## config.mk

```make
export PLATFORM = sky130hd
export DESIGN_NAME = spi_cfg_regfile
export DESIGN_NICKNAME = d
export VERILOG_FILES = /design/src/rtl/spi_cfg_regfile.sv
export SDC_FILE = /design/constraint.sdc
export NUM_CORES = 1
export LEC_CHECK = 0
export CAP_MARGIN = 20
export CELL_PAD_IN_SITES_DETAIL_PLACEMENT = 1
export CELL_PAD_IN_SITES_GLOBAL_PLACEMENT = 1
export CORE_UTILIZATION = 44
export CTS_BUF_LIST = sky130_fd_sc_hd__clkbuf_8 sky130_fd_sc_hd__clkbuf_16
export DETAILED_ROUTE_END_ITERATION = 8
export PLACE_DENSITY_LB_ADDON = 0.1
export SYNTH_ARGS = -nofsm -noshare
export SYNTH_HDL_FRONTEND = slang
export SYNTH_SLANG_ARGS = --single-unit
```

## constraint.sdc

```tcl
create_clock -name spi_clk -period 3.95 [get_ports spi_clk]
set_input_delay 0.5925 -clock spi_clk [delete_from_list [all_inputs] [get_ports spi_clk]]
set_output_delay 0.5925 -clock spi_clk [all_outputs]
set_load 0.01 [all_outputs]
```

## src/rtl/spi_cfg_regfile.sv

```systemverilog
// Addressed SPI (mode 0, MSB first) configuration register file with a shadow bank,
// atomic commit to the live cfg outputs and burst auto-increment addressing.
module spi_cfg_regfile #(
    parameter int                W        = 8,
    parameter int                NREG     = 8,
    parameter logic [NREG*W-1:0] DEFAULTS = '0
) (
    input  logic              rst,
    input  logic              spi_clk,
    input  logic              spi_csn,
    input  logic              spi_mosi,
    output logic              spi_miso,
    output logic [NREG*W-1:0] cfg,
    output logic              commit_tgl
);
    localparam int         AW       = (NREG > 1) ? $clog2(NREG) : 1;
    localparam int         RXW      = (W > 1) ? W - 1 : 1;
    localparam logic [5:0] LAST_BIT = 6'(W - 1);
    localparam logic [6:0] NREG_L   = 7'(NREG);

    localparam logic [1:0] OP_READ   = 2'b00;
    localparam logic [1:0] OP_WRITE  = 2'b01;
    localparam logic [1:0] OP_COMMIT = 2'b10;
    localparam logic [1:0] OP_THRU   = 2'b11;

    typedef enum logic [1:0] {S_CMD, S_READ, S_WRITE, S_IDLE} state_t;

    state_t         state_q;
    logic [5:0]     cnt_q;
    logic [5:0]     addr_q;
    logic [7:0]     cmd_q;
    logic [RXW-1:0] rx_q;
    logic [W-1:0]   tx_q;
    logic           miso_q;
    logic [W-1:0]   shadow_q [NREG];
    logic [W-1:0]   active_q [NREG];
    logic           tgl_q;

    logic           frame_rst;
    logic [7:0]     cmd_d;
    logic [W-1:0]   word_d;
    logic [5:0]     addr_d;
    logic           word_done;
    logic           commit_stb;
    logic           wr_stb;
    logic           thru;
    logic           addr_ok;

    // NOTE: CSn high aborts the frame asynchronously, so it joins rst as a reset
    // for the frame-level state only; the register banks survive it.
    assign frame_rst  = rst | spi_csn;
    assign cmd_d      = {cmd_q[6:0], spi_mosi};
    assign addr_d     = addr_q + 6'd1;
    assign word_done  = (state_q == S_READ || state_q == S_WRITE) && cnt_q == LAST_BIT;
    assign commit_stb = state_q == S_CMD && cnt_q == 6'd7 && cmd_d[7:6] == OP_COMMIT;
    assign wr_stb     = state_q == S_WRITE && word_done;
    assign thru       = cmd_q[7:6] == OP_THRU;
    assign addr_ok    = {1'b0, addr_q} < NREG_L;

    generate
        if (W > 1) begin : g_word
            assign word_d = {rx_q, spi_mosi};
        end else begin : g_word1
            assign word_d = spi_mosi;
        end
    endgenerate

    function automatic logic [W-1:0] rd_word(input logic [5:0] a);
        rd_word = ({1'b0, a} < NREG_L) ? active_q[a[AW-1:0]] : '0;
    endfunction

    // NOTE: all sequential state uses non-blocking assignments so every register
    // samples the pre-edge values of its neighbours, independent of block order.
    always_ff @(posedge spi_clk or posedge frame_rst) begin
        if (frame_rst) begin
            state_q <= S_CMD;
            cnt_q   <= '0;
            addr_q  <= '0;
            cmd_q   <= '0;
            rx_q    <= '0;
            tx_q    <= '0;
        end else begin
            case (state_q)
                S_CMD: begin
                    cmd_q <= cmd_d;
                    if (cnt_q == 6'd7) begin
                        cnt_q  <= '0;
                        addr_q <= cmd_d[5:0];
                        case (cmd_d[7:6])
                            OP_READ: begin
                                state_q <= S_READ;
                                tx_q    <= rd_word(cmd_d[5:0]);
                            end
                            OP_WRITE, OP_THRU: state_q <= S_WRITE;
                            default:           state_q <= S_IDLE;
                        endcase
                    end else begin
                        cnt_q <= cnt_q + 6'd1;
                    end
                end
                S_READ, S_WRITE: begin
                    rx_q <= word_d[RXW-1:0];
                    if (word_done) begin
                        cnt_q  <= '0;
                        addr_q <= addr_d;
                        tx_q   <= rd_word(addr_d);
                    end else begin
                        cnt_q <= cnt_q + 6'd1;
                        tx_q  <= tx_q << 1;
                    end
                end
                default: ;
            endcase
        end
    end

    // Launch on the falling edge so the master samples a settled bit on the next rise.
    always_ff @(negedge spi_clk or posedge frame_rst) begin
        if (frame_rst) begin
            miso_q <= 1'b0;
        end else begin
            miso_q <= (state_q == S_READ) ? tx_q[W-1] : 1'b0;
        end
    end

    // NOTE: the banks are real configuration registers, not RAM, so they take the
    // DEFAULTS image on reset rather than being left uninitialised.
    always_ff @(posedge spi_clk or posedge rst) begin
        if (rst) begin
            for (int k = 0; k < NREG; k++) begin
                shadow_q[k] <= DEFAULTS[k*W +: W];
                active_q[k] <= DEFAULTS[k*W +: W];
            end
            tgl_q <= 1'b0;
        end else begin
            if (commit_stb) begin
                for (int k = 0; k < NREG; k++) begin
                    active_q[k] <= shadow_q[k];
                end
            end
            if (wr_stb && addr_ok) begin
                shadow_q[addr_q[AW-1:0]] <= word_d;
                if (thru) begin
                    active_q[addr_q[AW-1:0]] <= word_d;
                end
            end
            if (commit_stb || (wr_stb && thru)) begin
                tgl_q <= ~tgl_q;
            end
        end
    end

    generate
        for (genvar k = 0; k < NREG; k++) begin : g_cfg
            assign cfg[k*W +: W] = active_q[k];
        end
    endgenerate

    assign spi_miso   = miso_q;
    assign commit_tgl = tgl_q;

endmodule
```

==> impl_metrics.py <==
metrics = {
    "worst_setup_path": {
        "worstPathCellList": "clkdlybuf4s50_1",
        "critPathMaxFanout": 1,
        "crit_buf_inv": 1,
        "arrival_ns": 3.30,
        "worst-r2r-cell-count": 6,
        "timing.rr.start": "cnt_q[0]",
        "r2r-end": "cfg[32]",
        "cpMaxStageDelayCell": "clkdlybuf4s50_1",
        "slowest_delay_ns": 0.53,
        "worst_ep_required_time_ns": 3.36,
        "critPathTopFamily": "buffers and inverters",
        "reg2reg_slack_ns": 1.01,
        "critical_path_class": "reg2out",
        "worst_setup_path_end_kind": "primary output",
        "start_kind": "flop",
    },
    "pwr": {
        "ir_drop_mv": 0.329,
        "power_uw": 6300,
        "powerDensity_nw_per_um2": 616,
        "p_leak_uw": 0.00461,
    },
    "cells_and_area": {
        "areaGrowthSynthToFinish_pct": 18.7,
        "nets": 683,
        "insertedDiodeCount": 0,
        "fillers": 1847,
        "multi_input_area_sq_um": 4270,
        "stdcell_count": 945,
        "seqCellArea_sq_um": 4180,
        "layout-drive-gt1-share_pct": 43.5,
        "fin_util_pct": 54.0,
    },
    "floorplanning": {
        "coreArea_sq_um": 19000,
        "initial_core_util_pct": 45.5,
        "die_w_um": 142,
        "dieArea_sq_um": 20200,
        "rows": 50,
        "chipHeight_um": 142,
        "io_pins": 70,
    },
    "synthesis": {
        "ys_seq_area_share_pct": 48.4,
        "synthesis.nets": 622,
        "synth_cell_type_count": 46,
        "ys_ff_latch": 167,
        "yosys.cell_count.top_type": "mux2_2",
        "netlist.area_leader.share_pct": 48.2,
        "synthXorXnorAreaFrac_pct": 0.798,
        "synth_simple_gate_area_share_pct": 6.27,
        "synth_cells": 612,
        "async_flop_share_pct": 100,
        "yosysWarnings": 0,
        "synth_compound_area_share_pct": 4.05,
        "synth_adder_area_share_pct": 0.870,
        "synthTopCellsByArea": "dfrtp_1 48%, mux2_2 25%, mux4_2 8.4%, mux2_4 2.8%, nand3_1 1.3%",
        "synth_common_cells": "191 x mux2_2, 166 x dfrtp_1, 32 x mux4_2",
        "avgSynthCellArea_sq_um": 14.1,
        "synth_top_cell_by_area": "dfrtp_1",
        "synth_ff_type": "dfrtp_1",
        "synth_edf_count": 0,
        "muxShareOfSynthArea_pct": 37.2,
        "synth_top_family_by_area": "multiplexers",
        "synth_area_sq_um": 8630,
    },
    "timing": {
        "setup_viol_count_final": 0,
        "hold_violations": 0,
        "setup_tns_ns": 0,
        "tightestPinTransition_ns": 0.962,
        "slew_headroom_pct": 35.5,
        "hold_slack_ns": 0.478,
        "fin_worst_skew_ns": 0.0281,
        "rsz0062_at_grt": "false",
        "drv_slew": 0,
    },
    "route": {
        "drt_wl_total_mm": 23.9,
        "firstDrtPassIters": 5,
        "viasPerCell": 6.03,
        "final_antenna_net_count": 0,
        "vias": 5697,
        "wl_per_cell_um": 25.3,
        "drt_iter0_markers": 303,
        "route.detailed.drc": 0,
    },
    "clock_tree": {
        "cts_tree": "done",
        "cts_buffer_depth": 2,
        "cts_root_buffer": "clkbuf_16",
        "clkSinkCount": 167,
        "htreeDepth": 4,
        "cts_resized": 0,
        "numCtsBuffers": 17,
        "cts_setup_buffers": 0,
        "clk_pin_slew_ns": 0.07,
        "clkLatencyLatePin_ns": 0.43,
        "cts_hold_buffers": 0,
    },
    "global_routing": {
        "antenna_found_initial": 0,
        "gr-total-overflow": 0,
        "grt_use_total_pct": 25.7,
        "grt_max_degree": 66,
        "grt_pass1_wl_mm": 38.0,
        "grt_pass1_vias": 6245,
    },
    "hold_path": {
        "worstHoldStart": "commit_tgl",
        "worstHoldPathCells": 1,
        "hold_path_class": "reg2reg",
        "hold_end": "commit_tgl",
    },
    "placement": {
        "io_buffers": 69,
        "dp_hpwl_mm": 15.8,
        "gp_congestion": 0.891,
        "post-place-cells": 914,
    },
    "run": {
        "max_cap_violations": 0,
    },
    "outcome": {
        "status": "complete, no violations",
    },
}
stage by stage:
step           worst slack (ns)  area [sq um]
6_report                 0.0621         10200
5_1_grt                  0.0161         10200
4_1_cts                  0.0336         10200
3_5_place_dp              0.471          9620
3_3_place_gp              0.484          9620
2_1_floorplan             0.257          8630
state kept, by name, indices dropped and copies added, names as in the netlist:
signal	cells
cnt_q	6
commit_tgl	1
shadow_q	64
cmd_q	8
spi_miso	1
cfg	64
addr_q	6
state_q	2
rx_q	7
tx_q	8
report_power, final:
| part | switching [uW] | total, uW | internal, uW |
|---|---|---|---|
| clock network | 756 | 1770 | 1010 |
| registers | 532 | 2530 | 2000 |
| logic | 1050 | 2000 | 951 |
area by class of cell:
| class | instances | area share [%] |
|---|---|---|
| Clock inverter | 14 | 1.83 |
| Multi-Input combinational cell | 398 | 41.7 |
| Timing Repair Buffer | 82 | 8.02 |
| Tap cell | 260 | 3.18 |
| Clock buffer | 17 | 4.16 |
| Sequential cell | 167 | 40.8 |
| Inverter | 7 | 0.293 |
cell usage in the layout, fill, tap and decap left out, drive strengths merged, types with 2 or more instances in the layout:
master	synthesis	routed
clkdlybuf4s50	0	68
o22a	8	8
o41ai	2	2
o21ai	5	5
dfrtp	166	166
or4	3	3
buf	17	14
a21oi	7	7
nand2	7	7
nor2	16	16
nor2b	2	2
xnor2	6	6
nand3	22	22
mux2i	9	9
nand2b	3	3
and3	2	2
nand3b	8	8
clkinvlp	0	4
bufinv	0	3
a21o	2	2
o211ai	7	7
ha	6	6
mux2	208	208
mux4	32	32
nor4	3	3
a31oi	2	2
a2111oi	8	8
nor3	7	7
inv	7	13
nand4	10	10
and4	3	3
clkbuf	23	17
worst max path at each step:
| stage | start | to | slack [ns] | cells past startpoint |
|---|---|---|---|---|
| after floorplan | spi_csn | spi_miso | 0.26 | 1 |
| after global placement | spi_miso | spi_miso | 0.48 | 1 |
| after detailed placement | spi_miso | spi_miso | 0.47 | 1 |
| after CTS | spi_miso | spi_miso | 0.03 | 1 |
| after global routing | spi_miso | spi_miso | 0.02 | 1 |
| final | spi_miso | spi_miso | 0.06 | 1 |
per-layer routing:
metal	global-route usage [%]	part of all wire, %	up-vias
li1	-	-	2459
met1	33.5	42	3054
met2	42.5	52	140
met3	4.31	3.1	44
met4	10.5	3.2	0
met5	0	0	-
kinds of logic after synthesis:
kind of cell    after synthesis
mux                         249
flops                       167
simple gates                 89
compound gates               47
buf+inv                      47
xor+xnor                      7
fa+ha+maj                     6
Power figures use the tool's default switching activity.
